===== src/rtl/render_pkg.sv =====
// Shared types for the render command sequencer: register map, command record, FSM states.
// Helper functions map a write state to the render slave's address and data word.
package render_pkg;

   localparam logic [3:0] REG_X    = 4'd1;
   localparam logic [3:0] REG_Y    = 4'd2;
   localparam logic [3:0] REG_TEX  = 4'd4;
   localparam logic [3:0] REG_PLOT = 4'd6;

   typedef enum logic {
      SPRITE = 1'b0,
      FILL   = 1'b1
   } cmd_kind_e;

   typedef struct packed {
      cmd_kind_e  kind;
      logic [6:0] texture;
      logic [8:0] x;
      logic [7:0] y;
   } render_cmd_t;

   typedef enum logic [2:0] {
      IDLE    = 3'd0,
      WR_TEX  = 3'd1,
      WR_X    = 3'd2,
      WR_Y    = 3'd3,
      WR_PLOT = 3'd4
   } seq_state_e;

   function automatic logic [3:0] reg_addr(input seq_state_e s);
      logic [3:0] a;
      case (s)
         WR_TEX:  a = REG_TEX;
         WR_X:    a = REG_X;
         WR_Y:    a = REG_Y;
         WR_PLOT: a = REG_PLOT;
         default: a = 4'd0;
      endcase
      return a;
   endfunction

   function automatic logic [31:0] reg_data(input seq_state_e s, input render_cmd_t c);
      logic [31:0] d;
      case (s)
         WR_TEX:  d = {25'b0, c.texture};
         WR_X:    d = {23'b0, c.x};
         WR_Y:    d = {24'b0, c.y};
         default: d = 32'd0;
      endcase
      return d;
   endfunction

endpackage


===== src/rtl/render_cmd_fifo.sv =====
// First-word-fall-through command FIFO; head entry is visible on rd_data whenever !empty.
// Pushes while full and pops while empty are ignored.
module render_cmd_fifo
   import render_pkg::*;
#(
   parameter int DEPTH = 8
) (
   input  logic                     clk,
   input  logic                     rst_n,
   input  logic                     push,
   input  render_cmd_t              wr_data,
   input  logic                     pop,
   output render_cmd_t              rd_data,
   output logic                     full,
   output logic                     empty,
   output logic [$clog2(DEPTH):0]   count
);

   localparam int AW = $clog2(DEPTH);
   localparam logic [AW:0] FULL_CNT = (AW+1)'(DEPTH);

   logic [AW-1:0] wr_ptr_q, wr_ptr_d;
   logic [AW-1:0] rd_ptr_q, rd_ptr_d;
   logic [AW:0]   count_q, count_d;
   render_cmd_t   mem_q [DEPTH];
   logic          do_push, do_pop;

   assign full    = (count_q == FULL_CNT);
   assign empty   = (count_q == '0);
   assign count   = count_q;
   assign rd_data = mem_q[rd_ptr_q];
   assign do_push = push && !full;
   assign do_pop  = pop && !empty;

   // Pointers are AW bits wide, so they wrap modulo DEPTH on their own.
   always_comb begin
      wr_ptr_d = wr_ptr_q;
      rd_ptr_d = rd_ptr_q;
      count_d  = count_q;
      if (do_push) wr_ptr_d = wr_ptr_q + 1'b1;
      if (do_pop)  rd_ptr_d = rd_ptr_q + 1'b1;
      case ({do_push, do_pop})
         2'b10:   count_d = count_q + 1'b1;
         2'b01:   count_d = count_q - 1'b1;
         default: count_d = count_q;
      endcase
   end

   always_ff @(posedge clk or negedge rst_n) begin
      if (!rst_n) begin
         wr_ptr_q <= '0;
         rd_ptr_q <= '0;
         count_q  <= '0;
      end else begin
         wr_ptr_q <= wr_ptr_d;
         rd_ptr_q <= rd_ptr_d;
         count_q  <= count_d;
      end
   end

   always_ff @(posedge clk) begin
      if (do_push) mem_q[wr_ptr_q] <= wr_data;
   end

endmodule


===== src/rtl/render_cmd_sequencer.sv =====
// Replays queued draw commands as Avalon-MM write sequences to the render slave.
// Optional RENDER_SEQ_SKIP_REDUNDANT_EN: skip the texture write when it repeats the last one.
module render_cmd_sequencer
   import render_pkg::*;
#(
   parameter int DEPTH = 8
) (
   input  logic                     clk,
   input  logic                     rst_n,
   input  logic                     cmd_valid,
   output logic                     cmd_ready,
   input  logic                     cmd_kind,
   input  logic [6:0]               cmd_texture,
   input  logic [8:0]               cmd_x,
   input  logic [7:0]               cmd_y,
   output logic [$clog2(DEPTH):0]   cmd_count,
   output logic                     busy,
   output logic [3:0]               m_address,
   output logic                     m_write,
   output logic [31:0]              m_writedata,
   input  logic                     m_waitrequest
);

   seq_state_e  state_q, state_d, nxt_state;
   render_cmd_t cmd_q, cmd_d;
   render_cmd_t in_cmd, fifo_head;
   logic        fifo_full, fifo_empty, fifo_pop;
   logic        m_write_q, m_write_d;
   logic [3:0]  m_address_q, m_address_d;
   logic [31:0] m_writedata_q, m_writedata_d;
`ifdef RENDER_SEQ_SKIP_REDUNDANT_EN
   logic [6:0]  last_tex_q, last_tex_d;
   logic        last_tex_valid_q, last_tex_valid_d;
`endif

   assign in_cmd = '{kind: cmd_kind_e'(cmd_kind), texture: cmd_texture, x: cmd_x, y: cmd_y};

   render_cmd_fifo #(.DEPTH(DEPTH)) u_fifo (
      .clk     (clk),
      .rst_n   (rst_n),
      .push    (cmd_valid && cmd_ready),
      .wr_data (in_cmd),
      .pop     (fifo_pop),
      .rd_data (fifo_head),
      .full    (fifo_full),
      .empty   (fifo_empty),
      .count   (cmd_count)
   );

   assign cmd_ready   = !fifo_full;
   assign busy        = !fifo_empty || (state_q != IDLE);
   assign m_write     = m_write_q;
   assign m_address   = m_address_q;
   assign m_writedata = m_writedata_q;

   always_comb begin
      case (state_q)
         WR_TEX:  nxt_state = (cmd_q.kind == SPRITE) ? WR_X : WR_PLOT;
         WR_X:    nxt_state = WR_Y;
         WR_Y:    nxt_state = WR_PLOT;
         default: nxt_state = IDLE;
      endcase
   end

   always_comb begin
      state_d       = state_q;
      cmd_d         = cmd_q;
      fifo_pop      = 1'b0;
      m_write_d     = m_write_q;
      m_address_d   = m_address_q;
      m_writedata_d = m_writedata_q;
`ifdef RENDER_SEQ_SKIP_REDUNDANT_EN
      last_tex_d       = last_tex_q;
      last_tex_valid_d = last_tex_valid_q;
`endif
      case (state_q)
         IDLE: begin
            if (!fifo_empty) begin
               fifo_pop = 1'b1;
               cmd_d    = fifo_head;
               state_d  = WR_TEX;
`ifdef RENDER_SEQ_SKIP_REDUNDANT_EN
               if (last_tex_valid_q && (fifo_head.texture == last_tex_q))
                  state_d = (fifo_head.kind == SPRITE) ? WR_X : WR_PLOT;
`endif
            end
         end
         WR_TEX, WR_X, WR_Y, WR_PLOT: begin
            // First cycle in a state only launches the write; later cycles wait for acceptance.
            if (!m_write_q) begin
               m_write_d     = 1'b1;
               m_address_d   = reg_addr(state_q);
               m_writedata_d = reg_data(state_q, cmd_q);
            end else if (!m_waitrequest) begin
               state_d = nxt_state;
`ifdef RENDER_SEQ_SKIP_REDUNDANT_EN
               if (state_q == WR_TEX) begin
                  last_tex_d       = cmd_q.texture;
                  last_tex_valid_d = 1'b1;
               end
`endif
               if (state_q == WR_PLOT) begin
                  m_write_d = 1'b0;
               end else begin
                  m_address_d   = reg_addr(nxt_state);
                  m_writedata_d = reg_data(nxt_state, cmd_q);
               end
            end
         end
         default: state_d = IDLE;
      endcase
   end

   always_ff @(posedge clk or negedge rst_n) begin
      if (!rst_n) begin
         state_q       <= IDLE;
         m_write_q     <= 1'b0;
         m_address_q   <= 4'd0;
         m_writedata_q <= 32'd0;
      end else begin
         state_q       <= state_d;
         m_write_q     <= m_write_d;
         m_address_q   <= m_address_d;
         m_writedata_q <= m_writedata_d;
      end
   end

   always_ff @(posedge clk) begin
      cmd_q <= cmd_d;
   end

`ifdef RENDER_SEQ_SKIP_REDUNDANT_EN
   always_ff @(posedge clk or negedge rst_n) begin
      if (!rst_n) begin
         last_tex_q       <= 7'd0;
         last_tex_valid_q <= 1'b0;
      end else begin
         last_tex_q       <= last_tex_d;
         last_tex_valid_q <= last_tex_valid_d;
      end
   end
`endif

endmodule


===== config.mk =====
export PLATFORM = sky130hd
export DESIGN_NAME = render_cmd_sequencer
export DESIGN_NICKNAME = d
export VERILOG_FILES = /design/src/rtl/render_pkg.sv /design/src/rtl/render_cmd_fifo.sv /design/src/rtl/render_cmd_sequencer.sv
export SDC_FILE = /design/constraint.sdc
export NUM_CORES = 1
export LEC_CHECK = 0
export CAP_MARGIN = 20
export CORE_MARGIN = 2
export CORE_UTILIZATION = 50
export CTS_CLUSTER_DIAMETER = 80
export DETAILED_ROUTE_END_ITERATION = 8
export PLACE_DENSITY = 0.68
export SYNTH_ARGS = -nofsm -noshare
export SYNTH_HDL_FRONTEND = slang
export SYNTH_SLANG_ARGS = --single-unit

===== constraint.sdc =====
create_clock -name clk -period 4.75 [get_ports clk]
set_clock_uncertainty 0.15 [all_clocks]
set_input_delay 0.95 -clock clk [delete_from_list [all_inputs] [get_ports clk]]
set_output_delay 0.95 -clock clk [all_outputs]
set_load 0.005 [all_outputs]

; Word-level counts from Yosys, hierarchy flattened
; Memory sizes are Yosys's and may differ from the RTL's. A register that Yosys moved wholly into a read port is not among the register bits.
; Index checks and enable logic that the tools add are counted.
; Widths: inputs -> output; s select.
[totals]
mem_count = 1
ramBits = 200
register_bits = 50
elab_cells = 67
rom_bits = 0
inputBits = 29
latch_bits = 0
out_inout_bits = 43
[memory_table]
columns = name, words, word_bits, rd, rd_ports_with_merged_regs, write_ports, line
row1 = u_fifo.mem_q, 8, 25, 1, 1, 1, render_cmd_fifo.sv:25  ; render_cmd_t mem_q [DEPTH];
[classes]
n_mux = 24
add_sub_neg = 4
bitwise_logic = 1
n_reduce_logical = 14
div_mod_pow = 0
magnitude_cmp = 0
shifts = 0
multipliers = 0
eq_ne = 16
[op_table]
columns = cell, n
row1 = $mux 32, 3
row2 = $pmux 9 s3, 2
row3 = $pmux 3 s4, 2
row4 = $eq 3x2->1 const B, 4
row5 = $mux 3, 4
row6 = $mux 4, 3
row7 = $ne 2x2->1 const B, 5
row8 = $pmux 3 s3, 1
row9 = $pmux 4 s2, 1
row10 = $mux 1, 7
row11 = $add 3x1->3 const B, 2
row12 = $eq 3x1->1 const B, 2
row13 = $eq 3x3->1 const B, 2
row14 = $pmux 3 s2, 1
row15 = $reduce_and 3->1, 2
row16 = $add 4x1->4 const B, 1
row17 = $eq 4x4->1 const B, 1
row18 = $logic_not 4->1, 1
row19 = $reduce_or 4->1, 1
row20 = $sub 4x1->4 const B, 1
row21 = $logic_and 1x1->1, 3
row22 = $logic_not 3->1, 1
row23 = $reduce_bool 3->1, 1
row24 = $eq 2x1->1 const B, 1
row25 = other kinds (6), 7

; Logic depth before layout (Yosys ltp)
; Gate-level depths: netlist of run 1.
[logic_depth]
depth_word = 7
mapped_depth = 8
depth_no_buf = 8

; Hierarchy
; From an unflattened synthesis of run 1, not the netlist that was laid out.
[hier_totals]
cells_unflattened = 549
hier_area_um2 = 10483.8
[by_module_without_submodules]
columns = mod, cells_each, seq_area_each_um2, instances, area_per_inst_um2
row1 = render_cmd_fifo, 358, 6256.0, 1, 8345.5
row2 = render_cmd_sequencer, 191, 1151.1, 1, 2138.3

; Least setup slack after synthesis of run 1
; No wires, ideal clock.
[synth_path]
kind = register -> register
from = register state_q[2]
to = register u_fifo.count_q[3], in the netlist u_fifo.count[3]
setup_time_ns = 0.116
setup_slack_ns = -0.399
t_arrival_ns = 4.883
path_buffers = 1
stages_incl_launch_ff = 8
required_time_ns = 4.484
synth_period_minus_slack_ns = 5.149
path_cell_list = dfrtp_1 -> buf_2 -> nor4_1 -> ha_1 -> ha_1 -> a21oi_1 -> o21ai_0 -> o311ai_0
[synth_via]
elab_chain_cells = 5
word_cells_on_any_way = 7
cone_classes = 2 x eq/ne / 2 x mux / 3 x reduce/logical
[synth_rtl]
columns = item, line
row1 = "start, declared", render_cmd_sequencer.sv:24  ; seq_state_e state_q, state_d, nxt_state;
row2 = "start signal, assigned", render_cmd_sequencer.sv:121  ; state_q <= state_d;
row3 = $logic_not 3->1 (*), render_cmd_sequencer.sv:76  ; case (state_q)
row4 = $mux 1 (*), render_cmd_sequencer.sv:76
row5 = via fifo_pop, render_cmd_sequencer.sv:27  ; logic fifo_full, fifo_empty, fifo_pop;
row6 = $logic_and 1x1->1 (*), render_cmd_fifo.sv:33  ; assign do_pop = pop && !empty;
row7 = $eq 2x1->1 / $eq 2x2->1 (equally long branches), render_cmd_fifo.sv:42  ; case ({do_push, do_pop})
row8 = $pmux 4 s2 / $reduce_bool 2->1 (equally long branches), n/a
row9 = "end signal, assigned", render_cmd_fifo.sv:57  ; count_q <= count_d;
row10 = "end, declared", render_cmd_fifo.sv:24  ; logic [AW:0] count_q, count_d;
; The timed path passes the listed nets; every way through them passes the cells marked *.
; A chain may end at the register's enable or synchronous reset.

; Final worst setup path of run 1
[layout_path]
from = register u_fifo.count_q[0], in the netlist u_fifo.count[0]
to = output busy
[layout_via]
elab_chain_cells = 3
[layout_rtl]
columns = item, line
row1 = $logic_not 4->1, render_cmd_fifo.sv:29  ; assign empty = (count_q == '0);
row2 = $logic_not 1->1, render_cmd_sequencer.sv:51  ; assign busy = !fifo_empty || (state_q != IDLE);
row3 = $logic_or 1x1->1, render_cmd_sequencer.sv:51
row4 = "end, declared", render_cmd_sequencer.sv:17  ; output logic busy,
; Every way passes these cells.

==> flow_metrics.py, run 1 <==
metrics = {
    "status": {
        "status": "complete, no violations",
    },
    "power": {
        "leakagePower_uw": 0.00383,
        "peakVddDrop_mv": 0.317,
        "p_per_area_nw_per_um2": 625,
        "total_power_uw": 7230,
    },
    "sta": {
        "fin_crit_sh": 0.721,
        "slew_headroom": 0.437,
        "finalMaxSlewViolations": 0,
        "tightest_slew_ns": 0.837,
        "hold_violations": 0,
        "rsz0062_at_grt": "no",
        "finalSetupViolCount": 0,
        "tns_ns": 0,
        "worst_slack_ns": 1.32,
        "fin_crit_ns": 3.43,
        "fmax_mhz": 292,
    },
    "floorplanning": {
        "dieArea_um2": 21200,
        "rows": 51,
        "die_y_um": 146,
        "die_x_um": 146,
        "coreArea_um2": 19600,
        "pin_count": 72,
        "initial_utilization": 0.513,
    },
    "synth": {
        "syn_area_per_cell_um2": 19.4,
        "synth_most_common_cell": "edfxtp_1",
        "synth_edf_count": 225,
        "synth_area_leaders": "edfxtp_1 (67%), mux4_2 (11%), dfrtp_1 (6.5%), mux2_2 (3.1%), buf_4 (1.9%)",
        "async_flop_share": 0.104,
        "netlist.top_cell.by_area": "edfxtp_1",
        "ys.flop_type": "edfxtp_1",
        "yosys.area_share.simple": 0.0367,
        "yosysTopAreaCellShare": 0.672,
        "ys_warn_count": 0,
        "netlist_instances": 519,
        "synthDistinctLibCells": 53,
        "synth_top_family_by_area": "multiplexers",
        "synth_xor_area_frac": 0.00523,
        "synth_mux_area_frac": 0.145,
        "synth_commonest_cells": "edfxtp_1 (225), mux4_2 (50), mux2_2 (28)",
        "ys_ff_latch": 251,
        "synth_fa_ha_area_frac": 0.00822,
        "synth_area_um2": 10000,
        "seq_area_frac_synth": 0.737,
        "synth_compound_area_frac": 0.0316,
    },
    "clock_network": {
        "cts_setup_buffers": 0,
        "insertion_delay_ns": 0.51,
        "clock-sinks": 251,
        "cts-root-buf": "clkbuf_16",
        "cts_buffers": 26,
        "clk_pin_slew_worst_paths_ns": 0.06,
        "ctsHoldBuffers": 0,
        "cts_tree": "built",
        "cts_buffer_depth": 3,
        "cts-resized-gates": 0,
        "cts.htree.levels": 1,
    },
    "critical_path": {
        "critical_path_class": "reg2out",
        "cp.required_ns": 3.65,
        "crit_slowest_cell": "nor4_1",
        "arrival_ns": 2.33,
        "crit_chain": "nor4_1, nand3_1, clkdlybuf4s50_1",
        "crit_path_end_kind": "output port",
        "cp_max_fo": 6,
        "startpoint_type": "register",
        "worst_path_largest_cell_delay_ns": 0.75,
    },
    "grt": {
        "top_usage_layer": "met2",
        "grt_max_degree": 53,
        "grt_usage": 0.174,
        "use_met2": 0.294,
        "met3_usage": 0.0276,
        "grt_pass1_vias": 4898,
        "grt_first_pass_wirelength_um": 28400,
        "overflow": 0,
        "met1_usage": 0.233,
        "antenna_found_initial": 0,
    },
    "routing": {
        "firstDrtPassIters": 5,
        "via_count": 4830,
        "vias_per_cell": 5.58,
        "drtIter0Drc": 353,
        "wl_um": 18300,
        "wire_per_inst_um": 21.1,
        "drc": 0,
        "ant_nets": 0,
    },
    "finish": {
        "diodes": 0,
        "area_delta_synth_final_pct": 15.1,
        "design_area_um2": 11600,
        "nets": 615,
        "seqCellArea_um2": 7410,
        "nFillCells": 1451,
        "drive_gt1_frac": 0.228,
        "multi_input_area_um2": 2410,
    },
    "hold_path": {
        "holdCritPathClass": "reg2reg",
    },
    "place": {
        "dpl.hpwl_um": 10700,
        "place_area_um2": 10800,
        "portBuffers": 47,
        "globalplace.congestion": 0.790,
        "preCtsSetupSlack_ns": 1.50,
    },
    "job": {
        "maxCapViolCount": 0,
    },
}
[state kept, by name (all words and copies together) (netlist names)]
| signal | count |
|---|---|
| cmd_q | 25 |
| m_address | 3 |
| m_write | 1 |
| m_writedata | 9 |
| state_q | 3 |
| u_fifo.count | 4 |
| u_fifo.mem_q | 200 |
| u_fifo.rd_ptr_q | 3 |
| u_fifo.wr_ptr_q | 3 |
[placed cells by master, fill, tap and decap left out, drive strengths merged, types with 2 or more instances in the layout]
| cell | synthesis | layout |
|---|---|---|
| a211oi | 3 | 3 |
| a21oi | 13 | 13 |
| a222oi | 2 | 2 |
| a22o | 3 | 3 |
| buf | 35 | 13 |
| clkbuf | 15 | 35 |
| clkdlybuf4s50 | 0 | 47 |
| clkinv | 0 | 12 |
| conb | 1 | 24 |
| dfrtp | 26 | 26 |
| edfxtp | 225 | 225 |
| ha | 5 | 5 |
| inv | 10 | 10 |
| mux2 | 28 | 28 |
| mux2i | 2 | 2 |
| mux4 | 50 | 50 |
| nand2 | 19 | 19 |
| nand2b | 7 | 7 |
| nand3 | 6 | 6 |
| nor2 | 16 | 16 |
| nor2b | 3 | 3 |
| nor3 | 3 | 3 |
| nor4 | 4 | 4 |
| o21ai | 9 | 9 |
| o22a | 2 | 2 |
| o311ai | 3 | 3 |
| or4b | 2 | 2 |
| xnor2 | 3 | 3 |
| xor2 | 3 | 3 |
[worst max-delay path, delay by kind of cell, from the launching register on]
kind                   cells  cell delay, ns
and+or+nand+nor            2            0.90
DFF                        1            0.44
buffers and inverters      1            0.48
[kinds of logic (layout without fill, tap and decap cells)]
group / Yosys count / after routing
compound gates: 45 / 45
xor+xnor: 6 / 6
fa+ha+maj: 6 / 6
buf+inv: 60 / 118
flops: 251 / 251
mux: 80 / 80
other cells: 1 / 24
simple gates: 70 / 70
[final timing paths]
kind / end / cells past startpoint / slack (ns) / start
max: busy / 3 / 1.32 / u_fifo.count[0]
min: m_writedata[8] / 2 / 0.32 / cmd_q[16]
max reg2reg: u_fifo.count[3] / 8 / 1.65 / u_fifo.count[0]
min reg2reg: m_writedata[8] / 2 / 0.32 / cmd_q[16]
max in group asynchronous: u_fifo.rd_ptr_q[0] / 2 / 3.29 / rst_n
min in group asynchronous: u_fifo.count[3] / 1 / 0.55 / rst_n
[per-layer routing]
metal  wire, um  part of all wire
met5          0                 0
met4        471             0.026
met3       1050             0.057
met2       9240              0.51
met1       7530              0.41
[metrics by stage]
| stage | hold WS (ns) | cells | util |
|---|---|---|---|
| after floorplan | 0.295 | 542 | - |
| after global placement | 0.315 | 816 | 0.549 |
| after detailed placement | 0.337 | 816 | 0.549 |
| after CTS | 0.337 | 864 | 0.589 |
| after global routing | 0.375 | 865 | 0.590 |
| final | 0.324 | 865 | 0.590 |
[where the power goes]
group	switching, uW	internal (uW)	leakage, uW
Combinational	1030	1050	0.00110
Clock	750	1090	0.000377
Sequential	322	3000	0.00236
Total	2100	5130	0.00383
[final cells by class]
cell class,instances,share of cell area
Tap cell,265,0.0287
Timing Repair Buffer,60,0.0508
Inverter,10,0.00325
Multi-Input combinational cell,231,0.209
Sequential cell,251,0.641
Clock inverter,13,0.00660
Clock buffer,35,0.0610
(Power assumes the default switching activity.)
==> run 2, diff against run 1 <==
--- a/config.mk
+++ b/config.mk
@@ -10,7 +10,7 @@
 export CORE_UTILIZATION = 50
 export CTS_CLUSTER_DIAMETER = 80
 export DETAILED_ROUTE_END_ITERATION = 8
-export PLACE_DENSITY = 0.68
+export PLACE_DENSITY = 0.66
 export SYNTH_ARGS = -nofsm -noshare
 export SYNTH_HDL_FRONTEND = slang
 export SYNTH_SLANG_ARGS = --single-unit
==> constraint.sdc (replaced) <==
create_clock -name clk -period 3.2 [get_ports clk]
set_clock_uncertainty 0.15 [all_clocks]
set_input_delay 0.64 -clock clk [delete_from_list [all_inputs] [get_ports clk]]
set_output_delay 0.64 -clock clk [all_outputs]
set_load 0.005 [all_outputs]
==> run 2 against run 1 <==
Sequential share of layout area decreased by 0.86 points. Critical path depth unchanged. Critical endpoint unchanged. Worst hold slack improved by 0.043 ns. Global-route usage increased by 0.55 points. Flip-flop and latch count unchanged.
==> flow_metrics.py, run 2 (same netlist as run 1, synthesis figures left out) <==
metrics = {
    "routing": {
        "firstDrtPassIters": 5,
        "ant_nets": 0,
        "wire_per_inst_um": 21.6,
        "drtIter0Drc": 383,
        "wl_um": 18800,
        "drc": 0,
        "via_count": 4881,
        "vias_per_cell": 5.62,
    },
    "grt": {
        "grt_pass1_vias": 5034,
        "grt_max_degree": 32,
        "grt_usage": 0.179,
        "grt_first_pass_wirelength_um": 28900,
        "antenna_found_initial": 0,
        "overflow": 0,
    },
    "clock_network": {
        "ctsHoldBuffers": 0,
        "cts-resized-gates": 0,
        "cts_setup_buffers": 0,
        "cts.htree.levels": 1,
        "cts_buffer_depth": 3,
        "clock-sinks": 251,
        "insertion_delay_ns": 0.52,
        "cts_tree": "built",
        "cts_buffers": 26,
        "cts-root-buf": "clkbuf_16",
        "clk_pin_slew_worst_paths_ns": 0.06,
    },
    "place": {
        "globalplace.congestion": 0.781,
        "dpl.hpwl_um": 11200,
        "portBuffers": 47,
    },
    "sta": {
        "finalMaxSlewViolations": 0,
        "finalSetupViolCount": 0,
        "hold_violations": 0,
        "fmax_mhz": 336,
        "tightest_slew_ns": 0.782,
        "fin_hold_ws_ns": 0.367,
        "slew_headroom": 0.479,
        "tns_ns": 0,
        "rsz0062_at_grt": "no",
        "fin_crit_sh": 0.930,
        "fin_crit_ns": 2.97,
    },
    "critical_path": {
        "arrival_ns": 2.18,
        "crit_slowest_cell": "dfrtp_1",
        "startpoint_type": "register",
        "cp_max_fo": 21,
        "crit_chain": "nor2_1, nand3_1, clkdlybuf4s50_1",
        "critical_path_class": "reg2out",
        "cp.required_ns": 2.41,
        "crit_path_end_kind": "output port",
        "crit_family": "flip-flops",
        "critPathBufInv": 1,
        "worst_path_largest_cell_delay_ns": 0.77,
    },
    "power": {
        "p_per_area_nw_per_um2": 940,
        "peakVddDrop_mv": 0.403,
        "total_power_uw": 11000,
        "leakagePower_uw": 0.00390,
    },
    "floorplanning": {
        "die_x_um": 146,
        "dieArea_um2": 21200,
        "coreArea_um2": 19600,
        "initial_utilization": 0.513,
        "rows": 51,
        "pin_count": 72,
        "die_y_um": 146,
    },
    "job": {
        "maxCapViolCount": 0,
    },
    "finish": {
        "nets": 620,
        "area_delta_synth_final_pct": 16.6,
        "diodes": 0,
        "drive_gt1_frac": 0.253,
        "regMostFlops": "u_fifo.mem_q",
        "layout_commonest_cell": "edfxtp_1",
        "layout_common_cells": "edfxtp_1 (225), mux4_2 (50), clkdlybuf4s50_1 (47)",
        "largest_reg_flops": 200,
    },
    "hold_path": {
        "holdCritPathClass": "reg2reg",
    },
    "status": {
        "status": "complete, no violations",
    },
}
## run 2: worst paths after layout
check | endpoint | cells past startpoint | slack [ns] | from
setup / recovery | busy | 3 | 0.23 | state_q[1]
hold / removal | m_writedata[1] | 2 | 0.37 | m_writedata[1]
setup reg to reg | u_fifo.count[3] | 7 | 0.23 | u_fifo.count[0]
hold reg to reg | m_writedata[1] | 2 | 0.37 | m_writedata[1]
max in group asynchronous | m_writedata[4] | 2 | 1.86 | rst_n
min in group asynchronous | u_fifo.count[1] | 1 | 0.40 | rst_n
## run 2: routing by layer
layer  wire, um  share of wire  GRT usage  vias to the layer above
li1           -              -          -                     2166
met2       9580           0.51      0.308                      157
met5          0              0          0                        -
met4        321          0.017     0.0525                        0
met3        884          0.047     0.0282                       23
met1       7990           0.43      0.238                     2535
## run 2: layout make-up
| type | instances | area (um^2) |
|---|---|---|
| clock buffer | 31 | 691 |
| clock inverter | 16 | 161 |
| fill | 1413 | 7870 |
| inverter | 10 | 37.5 |
| multi-input combinational | 231 | 2420 |
| sequential | 251 | 7410 |
| tap | 265 | 332 |
| timing repair buffer | 65 | 668 |
## run 2: power breakdown
group / switching (uW) / internal [uW] / total [uW]
Clock: 1180 / 1780 / 2950
Combinational: 1450 / 1610 / 3050
Sequential: 570 / 4440 / 5020
Total: 3190 / 7830 / 11000
## run 2: worst register-to-register path, stage by stage, from the launching register on
cell,delay [ns]
dfrtp_1,0.44
or4b_2,0.73
nand2_1,0.17
ha_1,0.35
ha_1,0.31
a21oi_1,0.24
o21ai_0,0.16
o311ai_0,0.32
## run 2: metrics by stage
stage	setup WS [ns]	util	instances	instance area [um^2]
2_1_floorplan	0.0534	-	542	10200
3_3_place_gp	0.463	0.555	822	10900
3_5_place_dp	0.301	0.555	822	10900
4_1_cts	0.218	0.598	869	11700
5_1_grt	0.102	0.598	869	11700
6_report	0.225	0.598	869	11700
==> run 3, diff against run 2 <==
--- a/config.mk
+++ b/config.mk
@@ -5,7 +5,7 @@
 export SDC_FILE = /design/constraint.sdc
 export NUM_CORES = 1
 export LEC_CHECK = 0
-export CAP_MARGIN = 20
+export CAP_MARGIN = 0
 export CORE_MARGIN = 2
 export CORE_UTILIZATION = 50
 export CTS_CLUSTER_DIAMETER = 80
==> results of run 3 <==
Same layout as run 2: the final DEF is identical, and so are final timing and power.
